## src/rtl/mmix_mem_bridge.sv

```systemverilog
// MMIX load/store request to 32-bit Avalon-MM master bridge.
// Big-endian lane mapping; octa accesses split into two tetra beats.
module mmix_mem_bridge #(
    parameter int unsigned ADDR_W = 23
) (
    input  logic              clk,
    input  logic              reset_n,
    input  logic [63:0]       mem_address,
    input  logic [1:0]        mem_datasize,
    input  logic              mem_read,
    input  logic              mem_write,
    input  logic [63:0]       mem_writedata,
    output logic [63:0]       mem_readdata,
    output logic              mem_done,
    output logic [ADDR_W-1:0] avm_address,
    output logic [3:0]        avm_byteenable,
    output logic              avm_read,
    output logic              avm_write,
    output logic [31:0]       avm_writedata,
    input  logic [31:0]       avm_readdata,
    input  logic              avm_waitrequest,
    input  logic              avm_readdatavalid
);

    typedef enum logic [1:0] {StIdle, StCmd, StRdata, StDone} state_e;

    state_e            state_q;
    logic [ADDR_W-1:0] addr_q;
    logic [1:0]        size_q;
    logic              beat_q;
    logic              is_read_q;
    logic [63:0]       wdata_q;
    logic [31:0]       collect_q;

    logic [ADDR_W-1:0] req_addr;
    logic              last_beat;

    // Byte lanes enabled for an access of the given size at tetra offset k.
    function automatic logic [3:0] lane_be(input logic [1:0] size, input logic [1:0] k);
        case (size)
            2'd0:    lane_be = 4'b1000 >> k;
            2'd1:    lane_be = k[1] ? 4'b0011 : 4'b1100;
            default: lane_be = 4'b1111;
        endcase
    endfunction

    // Place right-justified store data on its big-endian lanes for one beat.
    function automatic logic [31:0] lane_wdata(input logic [1:0] size, input logic [1:0] k,
                                               input logic beat, input logic [63:0] wd);
        case (size)
            2'd0:    lane_wdata = {24'd0, wd[7:0]} << {~k, 3'b000};
            2'd1:    lane_wdata = {16'd0, wd[15:0]} << {~k[1], 4'b0000};
            2'd2:    lane_wdata = wd[31:0];
            default: lane_wdata = beat ? wd[31:0] : wd[63:32];
        endcase
    endfunction

    // Pull the addressed lanes down to bit 0, zero-filled above the size.
    function automatic logic [31:0] lane_rdata(input logic [1:0] size, input logic [1:0] k,
                                               input logic [31:0] rd);
        logic [31:0] sh;
        case (size)
            2'd0: begin
                sh         = rd >> {~k, 3'b000};
                lane_rdata = {24'd0, sh[7:0]};
            end
            2'd1: begin
                sh         = rd >> {~k[1], 4'b0000};
                lane_rdata = {16'd0, sh[15:0]};
            end
            default: lane_rdata = rd;
        endcase
    endfunction

    // Bus address for a beat: tetra aligned, beat 1 of an octa lands at A+4.
    function automatic logic [ADDR_W-1:0] beat_addr(input logic [ADDR_W-1:0] a,
                                                    input logic beat);
        beat_addr = {a[ADDR_W-1:3], a[2] | beat, 2'b00};
    endfunction

    always_comb begin
        req_addr = mem_address[ADDR_W-1:0];
        case (mem_datasize)
            2'd1:    req_addr[0]   = 1'b0;
            2'd2:    req_addr[1:0] = 2'b00;
            2'd3:    req_addr[2:0] = 3'b000;
            default: req_addr[0]   = mem_address[0];
        endcase
    end

    assign last_beat = (size_q != 2'd3) || beat_q;

    always_ff @(posedge clk or negedge reset_n) begin
        if (!reset_n) begin
            state_q        <= StIdle;
            addr_q         <= '0;
            size_q         <= 2'd0;
            beat_q         <= 1'b0;
            is_read_q      <= 1'b0;
            wdata_q        <= 64'd0;
            collect_q      <= 32'd0;
            mem_readdata   <= 64'd0;
            mem_done       <= 1'b0;
            avm_address    <= '0;
            avm_byteenable <= 4'd0;
            avm_read       <= 1'b0;
            avm_write      <= 1'b0;
            avm_writedata  <= 32'd0;
        end else begin
            mem_done <= 1'b0;
            unique case (state_q)
                StIdle: begin
                    if (mem_read || mem_write) begin
                        addr_q         <= req_addr;
                        size_q         <= mem_datasize;
                        beat_q         <= 1'b0;
                        is_read_q      <= mem_read;
                        wdata_q        <= mem_writedata;
                        avm_address    <= beat_addr(req_addr, 1'b0);
                        avm_byteenable <= lane_be(mem_datasize, req_addr[1:0]);
                        avm_read       <= mem_read;
                        avm_write      <= ~mem_read;
                        avm_writedata  <= mem_read ? 32'd0 :
                                          lane_wdata(mem_datasize, req_addr[1:0], 1'b0,
                                                     mem_writedata);
                        state_q        <= StCmd;
                    end
                end
                StCmd: begin
                    if (!avm_waitrequest) begin
                        if (is_read_q) begin
                            avm_read <= 1'b0;
                            state_q  <= StRdata;
                        end else if (last_beat) begin
                            avm_write <= 1'b0;
                            mem_done  <= 1'b1;
                            state_q   <= StDone;
                        end else begin
                            beat_q        <= 1'b1;
                            avm_address   <= beat_addr(addr_q, 1'b1);
                            avm_writedata <= lane_wdata(size_q, addr_q[1:0], 1'b1, wdata_q);
                        end
                    end
                end
                StRdata: begin
                    if (avm_readdatavalid) begin
                        if (last_beat) begin
                            mem_readdata <= (size_q == 2'd3) ? {collect_q, avm_readdata} :
                                            {32'd0, lane_rdata(size_q, addr_q[1:0],
                                                               avm_readdata)};
                            mem_done     <= 1'b1;
                            state_q      <= StDone;
                        end else begin
                            collect_q   <= avm_readdata;
                            beat_q      <= 1'b1;
                            avm_read    <= 1'b1;
                            avm_address <= beat_addr(addr_q, 1'b1);
                            state_q     <= StCmd;
                        end
                    end
                end
                // One recovery cycle so a request still held this cycle is not re-issued.
                StDone: state_q <= StIdle;
                default: state_q <= StIdle;
            endcase
        end
    end

endmodule

```

## config.mk

```make
export PLATFORM = sky130hd
export DESIGN_NAME = mmix_mem_bridge
export DESIGN_NICKNAME = d
export VERILOG_FILES = /design/src/rtl/mmix_mem_bridge.sv
export SDC_FILE = /design/constraint.sdc
export NUM_CORES = 1
export LEC_CHECK = 0
export ABC_CLOCK_PERIOD_IN_PS = 2450
export BUFFER_PORTS_ARGS = -buffer_cell sky130_fd_sc_hd__buf_2
export CAP_MARGIN = 10
export CORE_MARGIN = 2
export CORE_UTILIZATION = 53
export CTS_BUF_LIST = sky130_fd_sc_hd__clkbuf_4 sky130_fd_sc_hd__clkbuf_8 sky130_fd_sc_hd__clkbuf_16
export CTS_CLUSTER_SIZE = 20
export DETAILED_ROUTE_END_ITERATION = 8
export PLACE_DENSITY = 0.91
export SYNTH_ARGS = -nofsm -noshare
export SYNTH_HDL_FRONTEND = slang
export SYNTH_SLANG_ARGS = --single-unit
```

## constraint.sdc

```tcl
create_clock -name clk -period 2.45 [get_ports clk]
set_input_delay 0.1225 -clock clk [delete_from_list [all_inputs] [get_ports clk]]
set_output_delay 0.1225 -clock clk [all_outputs]
set_load 0.03 [all_outputs]
```

======== Word-level counts from Yosys, hierarchy flattened ========
Index checks and enable logic that the tools add are counted.
W data, S select, Z words.
word-level totals
  bits in registers ....................... 219
  bits of input ports ..................... 168
  output and inout port bits .............. 126
  logic and storage cells ................. 112
cells by class
  eq/ne operators ......................... 18
  shifts and indexed selects .............. 7
  muxes and demuxes ....................... 50
  bitwise operators ....................... 6
  reductions and logical operators ........ 17
operator list
  cell                  number
  $pmux W32 S2          3
  $mux W32              5
  $mux W23              5
  $pmux W32 S3          1
  $pmux W23 S3          1
  $mux W64              1
  $shl A16 B5 Y32       2
  $shl A8 B5 Y32        2
  $shr A32 B5 Y16       1
  $shr A32 B5 Y8        1
  $mux W1               21
  $ne A2 B2 Y1 const B  9
  $reduce_and A5 Y1     3
  $mux W2               6
  $eq A2 B2 Y1 const B  5
  $pmux W2 S4           1
  $pmux W4 S2           1
  $eq A2 B1 Y1 const B  3
  $logic_not A2 Y1      3
  $pmux W1 S3           2
  $reduce_and A3 Y1     2
  $reduce_and A6 Y1     1
  $mux W4               1
  $not A1 Y1            4
  other kinds (11)      14

======== Logic depth before layout (Yosys ltp) ========
  word-level depth ........................ 9
  depth in mapped cells ................... 9
  mapped depth without buffers ............ 6

======== Worst setup path before layout ========
OpenSTA, ideal clock, no wires.
  kind .................................... register to register
  start ................................... reg state_q[1]
  end ..................................... reg avm_writedata[25]
  setup time .............................. 0.121 ns
  arrival ................................. 2.002 ns
  required time ........................... 2.329 ns
  path slack .............................. 0.327 ns
  stages on the path, launching flop included .. 9
  buffers on the path ..................... 2
  clock period less this slack ............ 2.123 ns
  cell sequence ........................... dfrtp_1 -> inv_1 -> ha_1 -> buf_4 -> or3b_1 -> a221oi_4 -> buf_4 -> o31ai_1 -> o22a_1
between the ends
  cells in the longest elaborated chain, start to end .. 3
  elaborated cells between the ends (all ways) .. 9
  those cells by class .................... eq/ne: 5; mux: 1; reduce/logical: 3
ends and longest elaborated chain
  item                                                                        RTL line  source
  from (decl)                                                                 27        state_e state_q;
  from (signal assigned)                                                      95        state_q <= StIdle;
  from (signal assigned)                                                      126       state_q <= StCmd;
  from (signal assigned)                                                      133       state_q <= StRdata;
  $eq A2 B1 Y1 / $logic_not A2 Y1 (equally long branches)                     111       unique case (state_q)
  $ne A2 B2 Y1 (no source line) / $reduce_bool A2 Y1 (equally long branches)  -
  $reduce_and A5 Y1 (no source line)                                          -
  to (signal assigned)                                                        123       avm_writedata <= mem_read ? 32'd0 :
  to (signal assigned)                                                        141       avm_writedata <= lane_wdata(size_q, addr_q[1:0], 1'b1, wdata_q);
  to (decl)                                                                   19        output logic [31:0] avm_writedata,
Parallel ways exist; a longest one is shown, timed or not.
A chain may end at the register's enable or synchronous reset.

======== Final worst setup path ========
  start ................................... reg state_q[1]
  end ..................................... reg avm_writedata[28]
Same word-level chain as after synthesis.

==> impl_metrics.ini <==
[critical_path]
arrival_ns = 2.69
path_max_fanout = 64
cp.required_ns = 2.85
start_kind = flop
crit_type = reg2reg
endpoint_kind = flop

[logic_synthesis]
syn-cell-area_mm2 = 0.01048
synth-xor-area-share = 0
synth_compound_area_frac = 0.1521
synth-main-ff-cell = dfrtp_1
syn_area_per_cell_um2 = 10.38
synthSimpleGateAreaFrac = 0.1428
post_synth_fa_ha_maj_area_fraction = 0.004776
synth.distinct_cells = 46
muxShareOfSynthArea = 0.1481
seq_area_frac_synth = 0.5158
syn-instance-count = 1010
yosys_warnings = 0
synth_edf_count = 0
synth_top_family_by_area = compound AO/OA/AOI/OAI gates
ys_seq_elements = 216
synthArstFlopShare = 1.000

[timing]
fin_worst_skew_ns = 0.01246
relSlewSlack = 0.4071
whs_ns = 0.02710
setup_viol = 0
period_share = 0.9358
slew_viol_final = 0
worst_pin_slew_ns = 0.8860
tns_ns = 0
min_period_ns = 2.293
hold_viol_final = 0
rsz0062_at_grt = no
fmax_ghz = 0.4362

[power]
p_clk_frac = 0.191
p_leak_nw = 6.494
power.density_mw_per_mm2 = 1380
switchingPower_mw = 8.024
intPower_mw = 10.98
switching_share = 0.4221
p_comb_frac = 0.479
vdd_drop_max_v = 0.0009579
sequentialPowerShare = 0.330

[routing]
antenna_left = 0
wl_per_cell_um = 20.63
drt-vias-per-instance = 6.034
vias = 9667
drc_errors = 0
drt_iter0_drc = 890
routed_wl_um = 33060
drt-pass1-iter-count = 6

[grt]
grt_pass1_vias = 9665
grt_util_met2 = 0.5435
antenna_found_initial = 0
grtUsageMet1 = 0.3712
grt_max_degree = 73
top_usage_layer = met2
use_met3 = 0.07318
track_usage = 0.3129
grt_pass1_wl_um = 51090
grt_overflow = 0

[clocking]
clock-sinks = 216
numCtsBuffers = 23
clk_latency_ns = 0.50
h-tree-depth = 1
clk_pin_slew_ns = 0.06
cts_tree = built
root_buffer = clkbuf_16
clockBufferDepth = 3

[floorplan]
core_area_mm2 = 0.01946
io_pins = 294
start_util = 0.5384
dieWidth_um = 144.6
die_y_um = 144.6
fp.dieArea_mm2 = 0.02091
rows = 51

[placement]
hpwl_um = 20380
placed_cells = 1475
gp_congestion = 0.9286
portBuffers = 250

[finish]
drive_gt1_frac = 0.3478
antenna_cells = 0
fin_nets = 1493
area_delta_synth_final_pct = 31.45
instances_no_fill = 1602

[run]
drv_cap = 0

[min_path]
hold_class = in2reg

[outcome]
status = finished, final reports clean
what timing repair did:
item / in CTS / in global routing
buffers inserted: 0 / 0
gates resized for setup: 0 / 0
hold endpoints to repair: 192 / 0
hold buffers: 86 / 0
layout by cell type, fill, tap and decap left out, drive strengths merged, types with 11 or more instances in the layout:
cell         Yosys  routed
buf             28     283
dfrtp          216     216
nand2          144     144
mux2           128     128
dlygate4sd3      0      86
o21ai           65      65
nor2            56      56
nand3           50      50
a21oi           40      40
clkbuf          57      32
a31oi           23      23
o22a            19      19
nor2b           18      18
a221oi          18      18
nor3b           17      17
a32oi           16      16
a22oi           14      14
nand2b          12      12
o31ai           12      12
mux2i           11      11
state kept, by name, summed over array words and instances, names as in the netlist:
signal	cells
addr_q	22
avm_address	21
avm_byteenable	4
avm_read	1
avm_write	1
avm_writedata	32
beat_q	1
collect_q	32
is_read_q	1
mem_done	1
mem_readdata	64
size_q	2
state_q	2
wdata_q	32
layout make-up:
type / instances / area (µm²)
fillers: 1276 / 5688
well taps: 265 / 331.6
clock buffers: 31 / 654.4
repair buffers: 370 / 2489
inverters: 7 / 26.28
clock inverters: 10 / 135.1
flip-flops and latches: 216 / 5406
multi-input cells: 703 / 4732
synth_stat cells, types with 3 or more instances:
| master | number | share of area |
|---|---|---|
| nor2_1 | 56 | 0.020 |
| nand3_1 | 50 | 0.024 |
| o21bai_1 | 9 | 0.0064 |
| nor3b_1 | 16 | 0.011 |
| inv_1 | 6 | 0.0021 |
| o2111ai_1 | 3 | 0.0025 |
| o21ai_0 | 64 | 0.031 |
| a21o_1 | 7 | 0.0050 |
| nand2_1 | 144 | 0.052 |
| buf_4 | 4 | 0.0029 |
| clkbuf_1 | 57 | 0.020 |
| a221oi_1 | 16 | 0.013 |
| nor3_1 | 8 | 0.0038 |
| a32oi_1 | 16 | 0.013 |
| o31ai_1 | 12 | 0.0086 |
| ha_1 | 4 | 0.0048 |
| o22a_1 | 19 | 0.016 |
| nand2b_1 | 12 | 0.0072 |
| a22oi_1 | 14 | 0.010 |
| buf_2 | 14 | 0.0067 |
| nand3b_1 | 9 | 0.0064 |
| mux2_2 | 127 | 0.14 |
| nor2b_1 | 18 | 0.011 |
| buf_1 | 10 | 0.0036 |
| dfrtp_1 | 216 | 0.52 |
| a21oi_1 | 40 | 0.019 |
| a31oi_1 | 23 | 0.014 |
| mux2i_1 | 11 | 0.011 |
| a22o_1 | 8 | 0.0067 |
final timing paths:
| check | start | endpoint | slack [ns] | depth (start not counted) |
|---|---|---|---|---|
| min | mem_writedata[4] | wdata_q[4] | 0.03 | 2 |
| max in group asynchronous | reset_n | mem_readdata[41] | 1.49 | 3 |
| min in group asynchronous | reset_n | collect_q[16] | 0.17 | 2 |
| max reg2reg | state_q[1] | avm_writedata[28] | 0.16 | 7 |
| max | state_q[1] | avm_writedata[28] | 0.16 | 7 |
| min reg2reg | mem_readdata[41] | mem_readdata[41] | 0.46 | 2 |
per-layer routing:
layer  up-vias  wire length, µm  share of wire
met4         0             1399          0.042
met1      4641            12120           0.37
met5         -                0              0
li1       4245                -              -
met2       646            16410           0.50
met3       135             3126          0.095
power by group through the flow:
stage	registers (mW)	logic, mW	clock network [mW]
after floorplan	7.65	4.64	0
after global placement	6.14	8.57	0
after detailed placement	6.25	8.83	0
after CTS	6.20	8.99	3.66
after global routing	6.45	9.77	3.83
final	6.27	9.10	3.64
worst max-delay path, stage by stage (launching register included):
cell and delay (ns):
dfrtp_1 0.40, inv_1 0.16, ha_1 0.24, or3b_1 0.45
a221oi_4 0.29, buf_12 0.30, o31ai_1 0.15, o22a_1 0.18
through the flow:
stage | power (mW) | area [µm²] | util | setup slack (ns)
after floorplan | 12.29 | 10480 | - | 0.3266
after CTS | 18.84 | 13770 | 0.7077 | 0.1739
after detailed placement | 15.07 | 12120 | 0.6230 | 0.1973
after global placement | 14.72 | 12120 | 0.6230 | 0.2864
after global routing | 20.04 | 13770 | 0.7077 | 0.01935
final | 19.01 | 13770 | 0.7077 | 0.1573
logic make-up after synthesis:
| kind of cell | count (synthesis) |
|---|---|
| simple gates | 321 |
| compound gates | 237 |
| flops | 216 |
| mux | 139 |
| buf+inv | 92 |
| fa+ha+maj | 4 |
| other cells | 1 |
Power figures use the tool's default switching activity.
